## src/rtl/binary_counter.sv

```systemverilog
// Loadable up-counter with synchronous reset, terminal-count compare and a
// registered one-cycle wrap pulse on all-ones to zero rollover.
module binary_counter #(
    parameter int unsigned            WIDTH       = 8,
    parameter logic [WIDTH-1:0]       RESET_VALUE = '0
) (
    input  logic             clk,
    input  logic             reset,
    input  logic             enable,
    input  logic             load,
    input  logic [WIDTH-1:0] data,
    output logic [WIDTH-1:0] count,
    output logic             tc,
    output logic             wrap
);

    // Priority per edge: reset, then load, then enable, else hold.
    always_ff @(posedge clk) begin
        if (reset) begin
            count <= RESET_VALUE;
            wrap  <= 1'b0;
        end else if (load) begin
            count <= data;
            wrap  <= 1'b0;
        end else if (enable) begin
            count <= count + WIDTH'(1);
            wrap  <= &count;
        end else begin
            wrap  <= 1'b0;
        end
    end

    always_comb begin
        tc = &count;
    end

endmodule

```

## config.mk

```make
export PLATFORM = sky130hd
export DESIGN_NAME = binary_counter
export DESIGN_NICKNAME = d
export VERILOG_FILES = /design/src/rtl/binary_counter.sv
export SDC_FILE = /design/constraint.sdc
export NUM_CORES = 1
export LEC_CHECK = 0
export ABC_CLOCK_PERIOD_IN_PS = 1500
export CAP_MARGIN = 20
export CELL_PAD_IN_SITES_DETAIL_PLACEMENT = 1
export CELL_PAD_IN_SITES_GLOBAL_PLACEMENT = 1
export CORE_UTILIZATION = 25
export CTS_CLUSTER_DIAMETER = 30
export DETAILED_ROUTE_END_ITERATION = 6
export PLACE_DENSITY = 0.82
export SLEW_MARGIN = 40
export SYNTH_ARGS = -nofsm -noshare
export SYNTH_HDL_FRONTEND = slang
export SYNTH_SLANG_ARGS = --single-unit
```

## constraint.sdc

```tcl
create_clock -name clk -period 1.5 [get_ports clk]
set_clock_uncertainty 0.1 [all_clocks]
set_input_delay 0.375 -clock clk [delete_from_list [all_inputs] [get_ports clk]]
set_output_delay 0.375 -clock clk [all_outputs]
set_load 0.005 [all_outputs]
```

==> results of run 1 <==
-- area by class of cell --
cell class              instances  area (um^2)
inverters                       1         3.75
clock buffers                   4         26.3
flip-flops and latches          9          193
well taps                      25         31.3
multi-input cells              43          298
repair buffers                 38          329
fillers                       222          883
-- critical path: stages, from the launching register on --
cell and delay, ns:
dfxtp_2 0.36, ha_4 0.14, nand3_2 0.06, nor2_1 0.10, buf_2 0.11
-- worst max path at each step --
| stage | to | cells past startpoint |
|---|---|---|
| after global placement | count[7]$_SDFFE_PP0P_ | 4 |
| final | tc | 4 |
| after floorplan | count[7]$_SDFFE_PP0P_ | 4 |
| after global routing | tc | 4 |
| after detailed placement | count[7]$_SDFFE_PP0P_ | 4 |
| after CTS | tc | 4 |
-- power groups by stage --
stage / Combinational [uW] / Clock, uW / Sequential [uW]
floorplan: 47.0 / 0 / 279
global placement: 152 / 0 / 269
detailed placement: 156 / 0 / 270
CTS: 145 / 190 / 268
global route: 164 / 215 / 272
finish: 149 / 192 / 270
-- timing repair --
| action | 4_1_cts | 5_1_grt |
|---|---|---|
| cloned | 0 | 0 |
| hold buffers | 0 | 0 |
| resized for setup | 26 | 10 |
| hold endpoints to repair | 0 | 0 |
| pin swaps | 2 | 4 |
| setup endpoints to repair | 12 | 5 |
-- per-stage QoR --
step                      instance area (um^2)  std cells  hold WS (ns)  TNS (ns)  setup slack, ns
after floorplan                            492         56         0.395  -0.00119         -0.00119
after global placement                     831        116         0.472     -1.80           -0.350
after detailed placement                   831        116         0.485     -2.10           -0.388
after CTS                                  858        120         0.406    -0.149           -0.149
after global routing                       881        120         0.427   -0.0626          -0.0536
final                                      881        120         0.424         0         0.000217
-- sequential cells by signal, indices dropped and copies added (netlist names) --
register,flops
count,8
wrap,1
-- synthesized netlist by cell type, types with 2 or more instances --
cell type,n,share of area
dfxtp_1,9,0.37
nand3_1,4,0.041
nand2_1,5,0.039
nand4_1,2,0.026
a211oi_1,3,0.047
o21ai_0,3,0.031
or3_1,2,0.026
nor2_1,5,0.039
a21oi_1,3,0.031
xor2_1,4,0.072
-- kinds of logic (layout without fill, tap and decap cells) --
group,count (synthesis),in the layout,synth area share
buf+inv,4,43,0.0543
fa+ha+maj,1,1,0.0258
simple gates,24,24,0.282
mux,1,1,0.0233
xor+xnor,4,4,0.0723
compound gates,13,13,0.171
flops,9,9,0.372
-- per-layer routing --
metal	vias to the layer above	GRT usage
met1	278	0.205
met4	0	0.0353
met2	17	0.285
li1	282	-
met5	-	0
met3	5	0.0595
==> results list, run 1 <==
- The flow ran to the end, and the final reports show no timing, DRC or antenna violations.
* Die Span Y: 46.0 um
- The tree is rooted in a clkbuf_4.
- Averaged over all synthesized cells, the footprint is 8.65 um^2.
* Post-CTS clock slew at the launch and capture registers of the worst setup and hold paths: 0.07 ns
* Clock Tree Buf Depth: 2
- Of the cells placed in the final design, the portion with a size suffix greater than 1 is 0.368.
- Along the worst hold path, the cell count comes to 3.
- Sum of net half-perimeters after detailed placement: 1140 um
- Final #Nets: 109
* Minimum clock period after layout: 1.50 ns
* Layout-stage area growth over the synthesis result: 81.9%
* Pint: 450 uW
- Number of synthesized flops with an enable pin: 0
- The critical path is of the reg2out type.
- Clock buffer count from CTS: 3
- At the pin with the least slew margin, the transition time is 0.199 ns.
- Before antenna repair, the detailed router went through 3 iterations.
- Setup Fix Bufs, Post-CTS: 0
- Summed over all nets, wire length on met2 after detailed routing comes to 776 um.
* Routed wire length: 1580 um
* Relative slew slack: 0.866
- In this run the power density over the cells is between 600 and 700 nW/um^2.
- Max Freq: 0.667 GHz
* GRT Util Overall: 0.169
- The final-report hold violation count came to 0.
- Most frequent cells in the layout: buf_4 (16), clkdlybuf4s50_1 (8), dfxtp_2 (7)
- Synthesis produced a netlist with a net count of 69.
* Unrepaired setup endpoints after global routing: yes
- For hold timing, the worst endpoint is wrap$_SDFF_PP0_.
* Final setup violation count: 0
- Core Region: roughly 1800 um^2
- Of all nets on the critical path, the largest fanout is 2.
- Comb pwr share: 0.244
* Post-synth design cell area: 484 um^2
- Yosys warning total: 0
- NetSw: 161 uW
- Pin placement for this block handled 22 I/O pins.
- Summed over all nets, wire length on met3 after detailed routing comes to 86 um.
- Dividing the final minimum period by the clock period gives 1.00.
- The detailed router put a total of roughly 700 um of wire on met1.
* Antenna Cells: 0
* Most frequent standard cell in the layout excluding fill and tap cells: buf_4
- Arrival time worst endpoint: ~1.0 ns
- Cells on worst reg2reg path: 4
- Of the total power, the clock network draws 0.314.
- The worst setup path is captured at a primary output.
- The final count of pins violating max slew is 0.
- The most critical setup path has its startpoint at count[1]$_SDFFE_PP0P_.
- Sequential share of the synthesized area: 0.372
- For this design the static power due to leakage is 0.000367 uW.
* Post-layout total power: 611 uW
- Number of antenna violations at the first check in global routing: 0
- Start of the worst register-to-register path: count[4]$_SDFFE_PP0P_
- Of the total power, registers draw 0.442.
- Insertion delay to the later sink of the worst-skew pair: ~0.26 ns
* Gpl congestion: about 0.75
- Of the total power, the share spent switching nets is 0.264.
- Entering global routing, the biggest net connects 10 pins.
- FF+latch count, synth: 9
* Wire length per cell after detailed routing: 13.1 um
- After detailed routing, the number of remaining DRC violations is 0.
* Grt total ovfl: 0
* Endpoint of the worst-slack reg-to-reg timing path: count[7]$_SDFFE_PP0P_
- In this run, the number of DRC markers left after iteration 0 of detailed routing was 5.
- TritonCTS sink count: 9
- The initial utilization of the core area, before any placement, comes to 0.274.
- Fraction of synthesis flops using an asynchronous set or reset pin: 0
- VDD sags by at most approximately 370 uV.
- Die width: about 46 um
* Area of the die: 2120 um^2
- CTS built an H-tree with a depth of 1.
- Min-Delay Startpoint: load
- Required time worst endpoint: 1.02 ns
* Fraction of the core area covered by cells at the end of the flow: 0.499
- Routed vias/inst: 4.85
- Sort of element at the start of the critical path: flop
- Std cell rows: 15
* Syn Inst Count: 56
- Most frequently used flop master after synthesis: dfxtp_1
- Routed vias: 582
- The worst hold path belongs to the class in2reg.
* Setup slack, reg-to-reg: 0.10 ns
* Residual antenna-violating net count after detailed routing: 0
* Number of distinct library cells after synthesis: 26
- First-pass GRT wire length: 2450 um
- Clock tree from TritonCTS: yes
- Max-cap violations in this run came to 0.
- In this run the top signal layer used is met4.
- In this run the tool buffered the top-level ports with 21 buffer cells.
* Via count of the first global-routing pass: 578
(Power assumes the default switching activity.)
==> run 2, diff against run 1 <==
--- a/config.mk
+++ b/config.mk
@@ -9,10 +9,12 @@
 export CAP_MARGIN = 20
 export CELL_PAD_IN_SITES_DETAIL_PLACEMENT = 1
 export CELL_PAD_IN_SITES_GLOBAL_PLACEMENT = 1
-export CORE_UTILIZATION = 25
+export CORE_UTILIZATION = 27
 export CTS_CLUSTER_DIAMETER = 30
 export DETAILED_ROUTE_END_ITERATION = 6
-export PLACE_DENSITY = 0.82
+export DONT_BUFFER_PORTS = 1
+export PLACE_DENSITY = 0.64
+export REMOVE_ABC_BUFFERS = 1
 export SLEW_MARGIN = 40
 export SYNTH_ARGS = -nofsm -noshare
 export SYNTH_HDL_FRONTEND = slang
==> run 2 against run 1 <==
Compared with the run above: clock power is essentially flat; cell area is 33% lower; sequential share of layout area rose by 8.9 points; flip-flop and latch count stayed put; fmax rose by 4.1%; core utilization down 13 points; register-to-register slack improved by 0.06 ns; first-iteration DRC count rose by 60%; critical path depth shrank 1; setup slack improved by 0.059 ns; sequential power about the same; highest routed layer is now met3.
==> results list, run 2 (synthesis results as in run 1) <==
* Run status: completed
* Layout-stage area growth over the synthesis result: 22.7%
- The largest single stage delay on the critical path is ~0.35 ns.
- The worst hold path terminates at count[1]$_SDFFE_PP0P_.
- Pre-antenna DRT Iters: 3
* Initial DRC Count: 8
- Met2 WL: 605 um
- The via count of the first global-routing pass was around 460.
- No sink is reached through more buffers than the 2 on the longest clock path.
* Registers with the most flip-flops: count (8), wrap (1)
* Grt total ovfl: 0
* CTS H-tree depth: 1
- The worst pin sits at a relative slew slack of 0.765.
- count holds more flip-flops than any other register.
- Max-cap violations in this run came to 0.
* Insertion delay to the later sink of the worst-skew pair: 0.26 ns
- Metal3 WL: 92 um
- Final #Nets: 77
- Setup slack, reg-to-reg: 0.16 ns
- The worst-case IR drop observed on VDD is 344 uV.
- Fraction of the core area covered by cells at the end of the flow: 0.373
* Critical-path top delay cell: dfxtp_2
* Wire length on met1: 540 um
- Min-Delay Startpoint: reset
- Largest fanout of any net on the critical path: 3
- Final worst setup slack: approximately 0.059 ns
- Number of input and output port buffers inserted: 0
- The endpoint identified for the worst register-to-register timing path is count[7]$_SDFFE_PP0P_.
- I/O pin total: 22
* Uppermost signal routing layer after detailed routing: met3
- For this run, design rule violations remaining after detail routing come to 0.
- Number of antenna violations at the first check in global routing: 0
* GRT Util Overall: 0.143
* Hold WC Path Type: in2reg
- CTS root buffer: clkbuf_4
- The worst setup path is launched from a flop.
* Routed vias: 445
* Std cell rows: 14
* Max Freq: 0.694 GHz
* Effective utilization at floorplan: 0.304
- The floorplan step defined a core boundary enclosing between 1500 and 2000 um^2.
* Die width: roughly 44 um
- The die covers 1970 um^2.
* Final setup violation count: 0
* Clock tree from TritonCTS: yes
- After routing the design area is 594 um^2.
- Clock buffer count from CTS: 3
- Residual antenna-violating net count after detailed routing: 0
- Entering global routing, the biggest net connects 13 pins.
- Routed wire length: 1240 um
- Most frequent cells in the layout: dfxtp_1 (7), buf_4 (6), nand2_1 (5)
- STA classifies the critical path endpoint as a primary output.
- Clock-pin slew was measured on the worst setup and hold paths at 0.06 ns.
* Routed vias/inst: 5.11
- In this run the critical register-to-register path is launched from count[5]$_SDFFE_PP0P_.
- The placed instances occupy a cell area of 537 um^2.
- Unrepaired setup endpoints after global routing: no
- Flip-flop count of the largest register, all copies and words added: 8
- Required time worst endpoint: 1.02 ns
- Minimum clock period after layout: 1.44 ns
* Most frequent standard cell in the layout excluding fill and tap cells: dfxtp_1
* Filler cells: 197
* Final-report max-slew violation count: 0
- First-pass GRT wire length: 2040 um
- Worst Setup Path Type: reg2out
* Sum of net half-perimeters after detailed placement: 887 um
* Antenna Cells: 0
* Cells on worst reg2reg path: 3
* Count of final hold-check violations: 0
- Leakage dissipation: 0.000205 uW
* Power per cell area: approximately 900 nW/um^2
- Timing analysis after detailed placement gives a worst setup slack of -0.00571 ns.
- Gpl congestion: between 0.6 and 0.7
- Proportion of layout cells with a drive suffix above 1: 0.270
- Summing internal, switching and leakage power gives about 540 uW.
- Hold Path Stages: 1
- Wire length per cell after detailed routing: 14.2 um
- Ordered cell list for the critical path: ha_4 > nand3_2 > nor2_2
* Share of the clock period used by the worst path after layout: 0.961
* Transition time of the tightest slew-check pin: 0.353 ns
- Data arrives at the worst endpoint at 0.97 ns.
* Die Span Y: 44.4 um
- For this design, the sink count on the clock tree is 9.
-- run 2: critical path, delay by kind of cell (launching register included) --
kind / cells / cell delay [ns]
flops: 1 / 0.35
simple gates: 2 / 0.20
fa+ha+maj: 1 / 0.16
-- run 2: final cells by class --
type | instances | area (um^2) | share of cell area
Inverter | 1 | 3.75 | 0.00632
Tap cell | 24 | 30.0 | 0.0505
Timing Repair Buffer | 6 | 45.0 | 0.0758
Clock buffer | 4 | 26.3 | 0.0442
Sequential cell | 9 | 183 | 0.307
Multi-Input combinational cell | 43 | 307 | 0.516
-- run 2: through the flow --
stage,hold slack [ns],std cells,TNS [ns]
final,0.0672,87,0
after global routing,0.0573,87,0
after CTS,0.0626,87,0
after detailed placement,0.350,83,-0.00571
after global placement,0.346,83,0
after floorplan,0.344,53,0
-- run 2: repair_timing --
| item | in CTS | in global routing |
|---|---|---|
| resized for setup | 4 | 3 |
| endpoints found under the setup margin | 1 | 1 |
| hold buffers | 0 | 0 |
| pin swaps | 2 | 1 |
| hold endpoints to repair | 0 | 0 |
| setup buffers | 0 | 0 |
-- run 2: where the power goes --
part	switching, uW	internal, uW
logic	35.7	38.8
registers	17.1	255
clock network	86.1	103
-- run 2: how the worst max path moves through the flow --
| stage | from | end | slack (ns) | depth (start not counted) |
|---|---|---|---|---|
| 6_report | count[1]$_SDFFE_PP0P_ | tc | 0.06 | 3 |
| 5_1_grt | count[1]$_SDFFE_PP0P_ | tc | 0.003 | 3 |
| 3_5_place_dp | load | count[7]$_SDFFE_PP0P_ | -0.006 | 3 |
| 4_1_cts | count[1]$_SDFFE_PP0P_ | tc | 0.009 | 3 |
| 2_1_floorplan | load | count[7]$_SDFFE_PP0P_ | 0.03 | 3 |
| 3_3_place_gp | load | count[7]$_SDFFE_PP0P_ | 0.02 | 3 |
-- run 2: layer usage --
| layer | up-vias | global-route usage |
|---|---|---|
| met5 | - | 0 |
| met4 | 0 | 0.0848 |
| li1 | 224 | - |
| met3 | 0 | 0.0490 |
| met1 | 208 | 0.168 |
| met2 | 13 | 0.224 |
